==> config.mk <==
export PLATFORM = sky130hd
export DESIGN_NAME = count_ctrl_flat
export DESIGN_NICKNAME = d
export VERILOG_FILES = /design/src/rtl/count_ctrl_pkg.sv /design/src/rtl/count_ctrl_if.sv /design/src/rtl/count_ctrl.sv /design/src/flat_wrapper.sv
export SDC_FILE = /design/constraint.sdc
export NUM_CORES = 1
export LEC_CHECK = 0
export ABC_AREA = 1
export CAP_MARGIN = 20
export CORE_ASPECT_RATIO = 0.5
export CORE_MARGIN = 10
export CORE_UTILIZATION = 30
export CTS_CLUSTER_DIAMETER = 40
export CTS_CLUSTER_SIZE = 16
export DETAILED_ROUTE_END_ITERATION = 12
export GPL_TIMING_DRIVEN = 0
export PLACE_DENSITY = 0.67
export SLEW_MARGIN = 5
export SYNTH_ARGS = -nofsm -noshare
export SYNTH_HDL_FRONTEND = slang
export SYNTH_SLANG_ARGS = --single-unit
==> constraint.sdc <==
create_clock -name clk -period 1.5 [get_ports clk]
set_input_delay 0.3 -clock clk [delete_from_list [all_inputs] [get_ports clk]]
set_output_delay 0.3 -clock clk [all_outputs]
set_load 0.005 [all_outputs]
==> src/rtl/count_ctrl_pkg.sv <==
// Shared definitions for the counter run controller: width and state codes.
package count_ctrl_pkg;
  localparam int COUNT_W = 8;

  typedef enum logic [2:0] {
    S_IDLE  = 3'd0,
    S_LOAD  = 3'd1,
    S_RUN   = 3'd2,
    S_DONE  = 3'd3,
    S_ABORT = 3'd4
  } state_t;
endpackage

==> src/rtl/count_ctrl_if.sv <==
// Control/feedback bundle between the run controller (master) and its environment (slave).
interface count_ctrl_if import count_ctrl_pkg::*; #(parameter int W = COUNT_W) ();
  logic         start;
  logic         stop;
  logic         pause;
  logic [W-1:0] preset;
  logic [W-1:0] limit;
  logic [W-1:0] CNT;
  logic         load;
  logic         EN;
  logic [W-1:0] CNT_In;
  logic         busy;
  logic         done;
  logic         aborted;

  modport master (
    input  start, stop, pause, preset, limit, CNT,
    output load, EN, CNT_In, busy, done, aborted
  );

  modport slave (
    output start, stop, pause, preset, limit, CNT,
    input  load, EN, CNT_In, busy, done, aborted
  );
endinterface

==> src/rtl/count_ctrl.sv <==
// Run controller for a loadable counter: load preset, count to limit, freeze, pulse done/aborted.
// Latency: load one cycle after start, done one cycle after match; start is ignored unless idle.
module count_ctrl import count_ctrl_pkg::*; #(
  parameter int W = COUNT_W
) (
  input  logic        clk,
  input  logic        res,
  count_ctrl_if.master bus
);

  state_t         r_state;
  state_t         w_next;
  logic [W-1:0]   r_preset;
  logic [W-1:0]   r_lim;
  logic           w_match;
  logic           w_load;
  logic           w_en;
  logic           w_busy;
  logic           w_done;
  logic           w_aborted;

  assign w_match = (bus.CNT == r_lim);

  always_ff @(posedge clk or negedge res) begin
    if (!res) begin
      r_state <= S_IDLE;
    end else begin
      r_state <= w_next;
    end
  end

  // Preset and limit are frozen for the whole run once a start is accepted.
  always_ff @(posedge clk or negedge res) begin
    if (!res) begin
      r_preset <= '0;
      r_lim    <= '0;
    end else if (r_state == S_IDLE && bus.start) begin
      r_preset <= bus.preset;
      r_lim    <= bus.limit;
    end
  end

  always_comb begin
    w_next    = r_state;
    w_load    = 1'b0;
    w_en      = 1'b0;
    w_busy    = 1'b0;
    w_done    = 1'b0;
    w_aborted = 1'b0;
    case (r_state)
      S_IDLE: begin
        if (bus.start) w_next = S_LOAD;
      end
      S_LOAD: begin
        w_load = 1'b1;
        w_busy = 1'b1;
        w_next = bus.stop ? S_ABORT : S_RUN;
      end
      S_RUN: begin
        w_busy = 1'b1;
        // Gating on the match keeps the counter parked exactly on the limit.
        w_en   = ~w_match & ~bus.pause;
        if (bus.stop)     w_next = S_ABORT;
        else if (w_match) w_next = S_DONE;
      end
      S_DONE: begin
        w_done = 1'b1;
        w_next = S_IDLE;
      end
      S_ABORT: begin
        w_aborted = 1'b1;
        w_next    = S_IDLE;
      end
      default: w_next = S_IDLE;
    endcase
  end

  assign bus.load    = w_load;
  assign bus.EN      = w_en;
  assign bus.CNT_In  = r_preset;
  assign bus.busy    = w_busy;
  assign bus.done    = w_done;
  assign bus.aborted = w_aborted;

endmodule

==> src/flat_wrapper.sv <==
// flat-port wrapper written by rule: the top's interface ports become plain ports
module count_ctrl_flat import count_ctrl_pkg::*;
#(
  parameter int W = COUNT_W
)
  (clk, res, bus_start, bus_stop, bus_pause, bus_preset, bus_limit, bus_CNT, bus_load, bus_EN, bus_CNT_In, bus_busy, bus_done, bus_aborted);
  count_ctrl_if #(.W(W)) bus_i ();
  input  logic clk;
  input  logic res;
  input wire logic [$bits(bus_i.start)-1:0] bus_start;
  input wire logic [$bits(bus_i.stop)-1:0] bus_stop;
  input wire logic [$bits(bus_i.pause)-1:0] bus_pause;
  input wire logic [$bits(bus_i.preset)-1:0] bus_preset;
  input wire logic [$bits(bus_i.limit)-1:0] bus_limit;
  input wire logic [$bits(bus_i.CNT)-1:0] bus_CNT;
  output wire logic [$bits(bus_i.load)-1:0] bus_load;
  output wire logic [$bits(bus_i.EN)-1:0] bus_EN;
  output wire logic [$bits(bus_i.CNT_In)-1:0] bus_CNT_In;
  output wire logic [$bits(bus_i.busy)-1:0] bus_busy;
  output wire logic [$bits(bus_i.done)-1:0] bus_done;
  output wire logic [$bits(bus_i.aborted)-1:0] bus_aborted;
  assign bus_i.start = bus_start;
  assign bus_i.stop = bus_stop;
  assign bus_i.pause = bus_pause;
  assign bus_i.preset = bus_preset;
  assign bus_i.limit = bus_limit;
  assign bus_i.CNT = bus_CNT;
  assign bus_load = bus_i.load;
  assign bus_EN = bus_i.EN;
  assign bus_CNT_In = bus_i.CNT_In;
  assign bus_busy = bus_i.busy;
  assign bus_done = bus_i.done;
  assign bus_aborted = bus_i.aborted;
  count_ctrl #(.W(W)) u_core (.clk(clk), .res(res), .bus(bus_i));
endmodule
Yosys cells after proc, flatten, opt, wreduce, memory -nomap -nowiden
Cells that the tools add are included.
- bits in registers: 19
- word-level logic and storage cells: 27
- eq/ne operators: 7
- muxes and demuxes: 10
- bitwise logic cells: 3
- reduce and logical (&&, ||, !) cells: 4
- operators with widths (operator ; number):
    3-bit 2-to-1 mux ; 4
    3-bit one-hot mux with 3 select lines ; 1
    8-bit == test ; 1
    3-bit by 2-bit == test with 1-bit output (second input constant) ; 2
    1-bit 2-to-1 mux ; 5
    3-bit by 1-bit == test with 1-bit output (second input constant) ; 1
    3-bit == test (second input constant) ; 1
    3-bit logical NOT ; 1
    3-bit by 2-bit inequality test with 1-bit output (second input constant) ; 1
    2-bit inequality test (second input constant) ; 1
    1-bit inverter ; 2
    2-bit AND reduction ; 1
    2-bit OR reduction ; 1
    1-bit AND ; 1
    1-bit logical AND ; 1

Logic depth before layout (Yosys ltp)
Gate-level depths: netlist of the first run.
- depth after elaboration: 4
- gate-level depth with buffers: 9
- gate-level depth less buffers: 9

Worst setup path after synthesis of the first run
Ideal clock, no wire load.
- path type: register to register
- start point: register u_core.r_state[0]
- end point: register u_core.r_preset[1], in the netlist u_core.bus.CNT_In[1]
- library setup time: 125 ps
- arrival time: 1071 ps
- path slack: 304 ps
- cell stages (with the launch flop): 5
- period minus slack after synthesis: 1196 ps
- cell sequence: dfrtp_1 > nor2_4 > nand3_2 > buf_6 > mux2_4
- longest elaborated chain between the ends: 2
- ends and longest elaborated chain (what ; RTL line ; source):
    from (decl) ; count_ctrl.sv:11 ; state_t r_state;
    from (signal assigned) ; count_ctrl.sv:28 ; r_state <= w_next;
    3-bit logical NOT ; count_ctrl.sv:37 ; end else if (r_state == S_IDLE && bus.start) begin
    1-bit logical AND ; count_ctrl.sv:37 ;
    to (signal assigned) ; count_ctrl.sv:38 ; r_preset <= bus.preset;
    to (decl) ; count_ctrl.sv:13 ; logic [W-1:0] r_preset;
No other way between the ends.
A chain may end at the register's enable or synchronous reset.

Worst setup path after layout of the first run
- start point: register u_core.r_lim[2]
- end point: output bus_EN
- longest elaborated chain between the ends: 4
- ends and longest elaborated chain (what ; RTL line ; source):
    from (decl) ; count_ctrl.sv:14 ; logic [W-1:0] r_lim;
    from (signal assigned) ; count_ctrl.sv:39 ; r_lim <= bus.limit;
    8-bit == test ; count_ctrl.sv:22 ; assign w_match = (bus.CNT == r_lim);
    1-bit inverter ; count_ctrl.sv:62 ; w_en = ~w_match & ~bus.pause;
    1-bit AND ; count_ctrl.sv:62 ;
    1-bit 2-to-1 mux ; count_ctrl.sv:50 ; case (r_state)
    to (decl) ; flat_wrapper.sv:17 ; output wire logic [$bits(bus_i.EN)-1:0] bus_EN;
No other way between the ends.

==> results of run 1 <==
## layout by cell type (no fill, tap or decap), drive strengths merged
cell type,n
nor3b,1
xnor2,3
buf,18
nand3b,1
dlygate4sd2,2
nor3,2
nand2,24
dlymetal6s2s,7
nor2,13
dfrtp,19
a21oi,6
mux2,11
nand3,2
clkinvlp,1
clkdlybuf4s50,28
clkbuf,4
inv,15
## worst max-delay path, delay by kind of cell (launching register included)
kind | cells | cell delay [ns]
AND/OR/NAND/NOR | 4 | 0.40
XOR/XNOR | 1 | 0.15
buffers and inverters | 1 | 0.12
flip-flops | 1 | 0.40
## cells by family after synthesis
family / count (synthesis) / share of synthesized area (%)
AND/OR/NAND/NOR: 43 / 19.6
flip-flops: 19 / 49.9
buffers and inverters: 17 / 7.62
multiplexers: 11 / 17.0
AO/OA/AOI/OAI: 6 / 3.15
XOR/XNOR: 3 / 2.76
## per-stage QoR
step                setup WS [ns]  utilization (%)  area, um^2
floorplan                   0.304                -         952
global placement           -0.628             46.9        1410
detailed placement         -0.656             46.9        1410
CTS                        -0.202             49.6        1500
global route               -0.225             53.9        1620
finish                     -0.128             53.9        1620
## what timing repair did
action                                  CTS  global route
endpoints found under the hold margin     0             0
endpoints found under the setup margin    5            18
cloned                                    0             1
gates resized for setup                  25            16
buffers inserted                          5             7
pin swaps                                 1            13
## routing by layer
layer	global-route usage, %	routed length, um	up-vias
met4	5.07	72	0
met1	8.63	1000	397
li1	-	-	421
met3	2.42	89	4
met2	16.8	1470	18
met5	0	0	-
## final timing paths
path / slack (ns) / cells past startpoint / end / startpoint
worst max-delay path: -0.13 / 6 / bus_EN / u_core.r_lim[2]$_DFFE_PN0P_
worst min-delay path: 0.51 / 1 / u_core.bus.CNT_In[0]$_DFFE_PN0P_ / u_core.bus.CNT_In[0]$_DFFE_PN0P_
worst max register to register: -0.01 / 6 / u_core.bus.CNT_In[2]$_DFFE_PN0P_ / u_core.r_state[0]$_DFFE_PN0P_
worst min register to register: 0.51 / 1 / u_core.bus.CNT_In[0]$_DFFE_PN0P_ / u_core.bus.CNT_In[0]$_DFFE_PN0P_
max in group asynchronous: 0.39 / 1 / u_core.r_state[1]$_DFFE_PN0P_ / res
min in group asynchronous: 0.52 / 1 / u_core.r_lim[6]$_DFFE_PN0P_ / res
## registers in the layout, indices dropped and copies added, names as in the netlist
register / cells
u_core.bus.CNT_In: 8
u_core.r_state: 3
u_core.r_lim: 8
## final cells by class
cell class	count	area, um^2	share of cell area (%)
Clock inverter	1	7.51	0.462
Buffer	2	25.0	1.54
Inverter	15	56.3	3.47
Clock buffer	3	41.3	2.54
Sequential cell	19	477	29.4
Multi-Input combinational cell	63	439	27.0
Tap cell	40	50.0	3.08
Timing Repair Buffer	54	528	32.5
## where the power goes
| part | leakage, nW | internal, mW | switching (mW) | total [mW] |
|---|---|---|---|---|
| Sequential | 0.221 | 0.768 | 0.166 | 0.934 |
| Combinational | 0.616 | 1.00 | 0.605 | 1.61 |
| Clock | 0.0217 | 0.187 | 0.174 | 0.361 |
| Total | 0.858 | 1.96 | 0.945 | 2.90 |
==> results.yml, run 1 <==
critical_path:
  path_cells: "xnor2_1, nand2_1, nor2_1, nand2_1, nor3b_2, buf_2"
  cp.required_ns: 1.20
  critical_path.max_stage_delay_ns: 0.40
  cp-start-kind: "register"
  critPathArrivalTime_ns: 1.33
  criticalPathCategory: "reg2out"
  crit_top_cell: "nand2_1"
  end_kind: "output pin"
  critPathMaxFanout: 2
  cp_slowest_cell: "dfrtp_1"
yosys:
  synth_most_common_cell: "nand2_1"
  syn_area_um2: 952
  synth_warnings: 0
  synth-edff-count: 0
  yosys-top-cells-count: "24 x nand2_1, 19 x dfrtp_1, 15 x inv_1"
  syn_nets: 128
  synth_cells: 99
  synth_top_flop_cell: "dfrtp_1"
  ys_seq_elements: 19
  ys_types: 16
  synthArstFlopShare_pct: 100
  synthTopCellsByArea: "dfrtp_1 50%, mux2_4 16%, nand2_1 9.5%, inv_1 5.9%, nor2_1 4.7%"
  yosys.area.top_type: "dfrtp_1"
  synth_top_area_share_pct: 49.9
  seq_area_frac_synth_pct: 49.9
  avgSynthCellArea_um2: 9.62
cells_and_area:
  fillers: 278
  num_antenna_cells: 0
  syn_to_final_growth_pct: 70.6
  drive_gt1_share_pct: 29.9
  fin_nets: 187
  fin_cells: 197
run_status:
  violations: "setup timing"
  status: "finished with violations"
drt:
  firstDrtPassIters: 4
  routed_wl_um: 2630
  avgRoutedWirePerCell_um: 13.4
  drc: 0
  drtAntennaViolNets: 0
  vias: 840
  via_per_inst: 4.26
  drtIter0Drc: 33
sta:
  holdWs_ns: 0.506
  finalSetupViolCount: 6
  finalCritPeriodShare_pct: 109
  grt_setup_unrepaired: "yes"
  slew_headroom_pct: 43.0
  slew_violations: 0
  setup_tns_ns: -0.143
  fmax_ghz: 0.614
  finalHoldViolations: 0
  worst_pin_slew_ns: 0.852
  skew_ns: 0.00378
  final.min_clock_period_ns: 1.63
  finalWorstSetupSlack_ns: -0.128
grt:
  grt_max_degree: 20
  first_global_vias: 876
  grt_overflow: 0
  track_usage_pct: 8.80
  antenna_found_initial: 0
  grt_pass1_wl_um: 4180
cts:
  cts_sinks: 19
  clk_pin_slew_worst_paths_ns: 0.07
  htreeDepth: 1
  cts_inserted_buffers: 3
  tritoncts: "yes"
  cts_hold_buf: 0
  cts_root_buf: "clkbuf_8"
  clock_path_buffers: 2
  clock_latency_ns: 0.26
floorplanning:
  ios: 42
  core_mm2: 0.00301
  initial_core_util_pct: 31.6
  die_w_um: 99.7
  dieArea_mm2: 0.00596
  rows: 14
  die_y_um: 59.8
placed_design:
  gp_routability_congestion: 0.792
  dp_hpwl_um: 1860
  numPlacedInstances: 180
  io_buffers: 41
power:
  worst_ir_drop_vdd_uv: 820
  powerDensity_mw_per_mm2: 1790
  total_power_mw: 2.90
  p_leak_nw: 0.858
min_path:
  hold_class: "reg2reg"
flow_run:
  cap_violations: 0
(Power assumes the default switching activity.)
==> run 2, diff against run 1 <==
--- a/config.mk
+++ b/config.mk
@@ -7,15 +7,13 @@
 export LEC_CHECK = 0
 export ABC_AREA = 1
 export CAP_MARGIN = 20
-export CORE_ASPECT_RATIO = 0.5
 export CORE_MARGIN = 10
-export CORE_UTILIZATION = 30
+export CORE_UTILIZATION = 41
 export CTS_CLUSTER_DIAMETER = 40
 export CTS_CLUSTER_SIZE = 16
 export DETAILED_ROUTE_END_ITERATION = 12
 export GPL_TIMING_DRIVEN = 0
-export PLACE_DENSITY = 0.67
-export SLEW_MARGIN = 5
+export PLACE_DENSITY = 0.85
 export SYNTH_ARGS = -nofsm -noshare
 export SYNTH_HDL_FRONTEND = slang
 export SYNTH_SLANG_ARGS = --single-unit
==> run 2 against run 1 <==
  * The run still ends with setup timing left
  * Via count fell by 5.8%
  * Sequential share of layout area rose by 2.5 points
  * Non-clock buffer count fell by 7
  * Worst hold slack got worse by 0.035 ns
  * Largest power group unchanged
==> results.yml, run 2 (synthesis results as in run 1) <==
run_status:
  status: "finished with violations"
  violations: "setup timing"
sta:
  slew_headroom_pct: 44.9
  finalWorstSetupSlack_ns: -0.239
  finalHoldViolations: 0
  finalSetupViolCount: 2
  final.min_clock_period_ns: 1.74
  fmax_ghz: 0.575
  worst_pin_slew_ns: 0.824
  skew_ns: 0.00747
  grt_setup_unrepaired: "yes"
  slew_violations: 0
  finalCritPeriodShare_pct: 116
placed_design:
  io_buffers: 41
  dp_hpwl_um: 1770
  numPlacedInstances: 168
  gp_routability_congestion: 0.783
  pre_cts_ws_ns: -0.626
cts:
  cts_root_buf: "clkbuf_4"
  clock_latency_ns: 0.29
  tritoncts: "yes"
  cts_sinks: 19
  cts_hold_buf: 0
  cts_inserted_buffers: 3
  clock_path_buffers: 2
  clk_pin_slew_worst_paths_ns: 0.11
  htreeDepth: 1
cells_and_area:
  fin_nets: 180
  final_common_cell: "nand2_1"
  syn_to_final_growth_pct: 57.8
  fin_cells: 178
  drive_gt1_share_pct: 25.3
  final_cell_mix: "24 x nand2_1, 23 x clkdlybuf4s50_1, 17 x dfrtp_1"
  fillers: 178
  num_antenna_cells: 0
floorplanning:
  die_y_um: 68.2
  rows: 17
  core_mm2: 0.00221
  dieArea_mm2: 0.00465
  initial_core_util_pct: 43.0
  ios: 42
  die_w_um: 68.2
grt:
  antenna_found_initial: 0
  first_global_vias: 875
  grt_pass1_wl_um: 3790
  grt_overflow: 0
  track_usage_pct: 10.7
  grt_max_degree: 20
critical_path:
  cp.required_ns: 1.20
  end_kind: "output pin"
  cp-start-kind: "register"
  rrSetupSlack_ns: 0.06
  criticalPathCategory: "reg2out"
  critPathMaxFanout: 2
  critPathArrivalTime_ns: 1.44
power:
  worst_ir_drop_vdd_uv: 1200
  p_leak_nw: 0.824
  powerDensity_mw_per_mm2: 1710
drt:
  routed_wl_um: 2380
  drtIter0Drc: 27
  drtAntennaViolNets: 0
  vias: 791
  drc: 0
  avgRoutedWirePerCell_um: 13.4
  via_per_inst: 4.44
  firstDrtPassIters: 4
flow_run:
  cap_violations: 0
min_path:
  hold_class: "in2async"
## run 2: layout make-up
| class | instances | area [um^2] | area share (%) |
|---|---|---|---|
| Buffer | 2 | 16.3 | 1.08 |
| Timing Repair Buffer | 47 | 455 | 30.3 |
| Tap cell | 28 | 35.0 | 2.33 |
| Sequential cell | 19 | 478 | 31.8 |
| Clock buffer | 4 | 26.3 | 1.75 |
| Inverter | 15 | 61.3 | 4.08 |
| Multi-Input combinational cell | 63 | 430 | 28.6 |
## run 2: through the flow
| stage | cell area [um^2] | power [mW] | utilization (%) | setup TNS [ns] | hold slack, ns |
|---|---|---|---|---|---|
| after floorplan | 952 | 1.66 | - | 0 | 0.00441 |
| after global placement | 1400 | 2.16 | 63.2 | -0.887 | 0.487 |
| after detailed placement | 1400 | 2.20 | 63.2 | -1.11 | 0.491 |
| after CTS | 1470 | 2.57 | 66.3 | -0.253 | 0.498 |
| after global routing | 1500 | 2.78 | 67.9 | -0.495 | 0.539 |
| final | 1500 | 2.57 | 67.9 | -0.255 | 0.471 |
## run 2: report_power, final
group | internal [mW] | total, mW | leakage, nW | switching (mW)
combinational | 0.824 | 1.37 | 0.590 | 0.547
clock | 0.103 | 0.253 | 0.0150 | 0.149
sequential | 0.769 | 0.947 | 0.219 | 0.178
total | 1.70 | 2.57 | 0.824 | 0.875
## run 2: per-layer routing
metal / global-route usage (%) / wire [um]
met2: 17.6 / 1150
met1: 10.6 / 970
met5: 0 / 0
met3: 7.34 / 250
met4: 3.77 / 13
## run 2: final timing paths
path	from	end	cells after the start
max	u_core.r_lim[3]$_DFFE_PN0P_	bus_EN	6
min	res	u_core.bus.CNT_In[0]$_DFFE_PN0P_	1
max reg2reg	u_core.r_state[1]$_DFFE_PN0P_	u_core.r_lim[6]$_DFFE_PN0P_	5
min reg2reg	u_core.bus.CNT_In[0]$_DFFE_PN0P_	u_core.bus.CNT_In[0]$_DFFE_PN0P_	1
max in group asynchronous	res	u_core.r_state[1]$_DFFE_PN0P_	1
min in group clk	u_core.bus.CNT_In[0]$_DFFE_PN0P_	u_core.bus.CNT_In[0]$_DFFE_PN0P_	1
## run 2: worst max-delay path, stage by stage, from the launching register on
cell and delay [ns]:
dfrtp_1 0.42, xnor2_1 0.21, nand2_1 0.08, nor2_1 0.09, nand2_1 0.07, nor3b_2 0.15
buf_2 0.12
## run 2: timing repair
action | 4_1_cts | 5_1_grt
buffers inserted | 5 | 2
resized for setup | 33 | 13
setup endpoints to repair | 6 | 11
hold endpoints to repair | 0 | 0
gates cloned | 0 | 0
pin swaps | 6 | 4
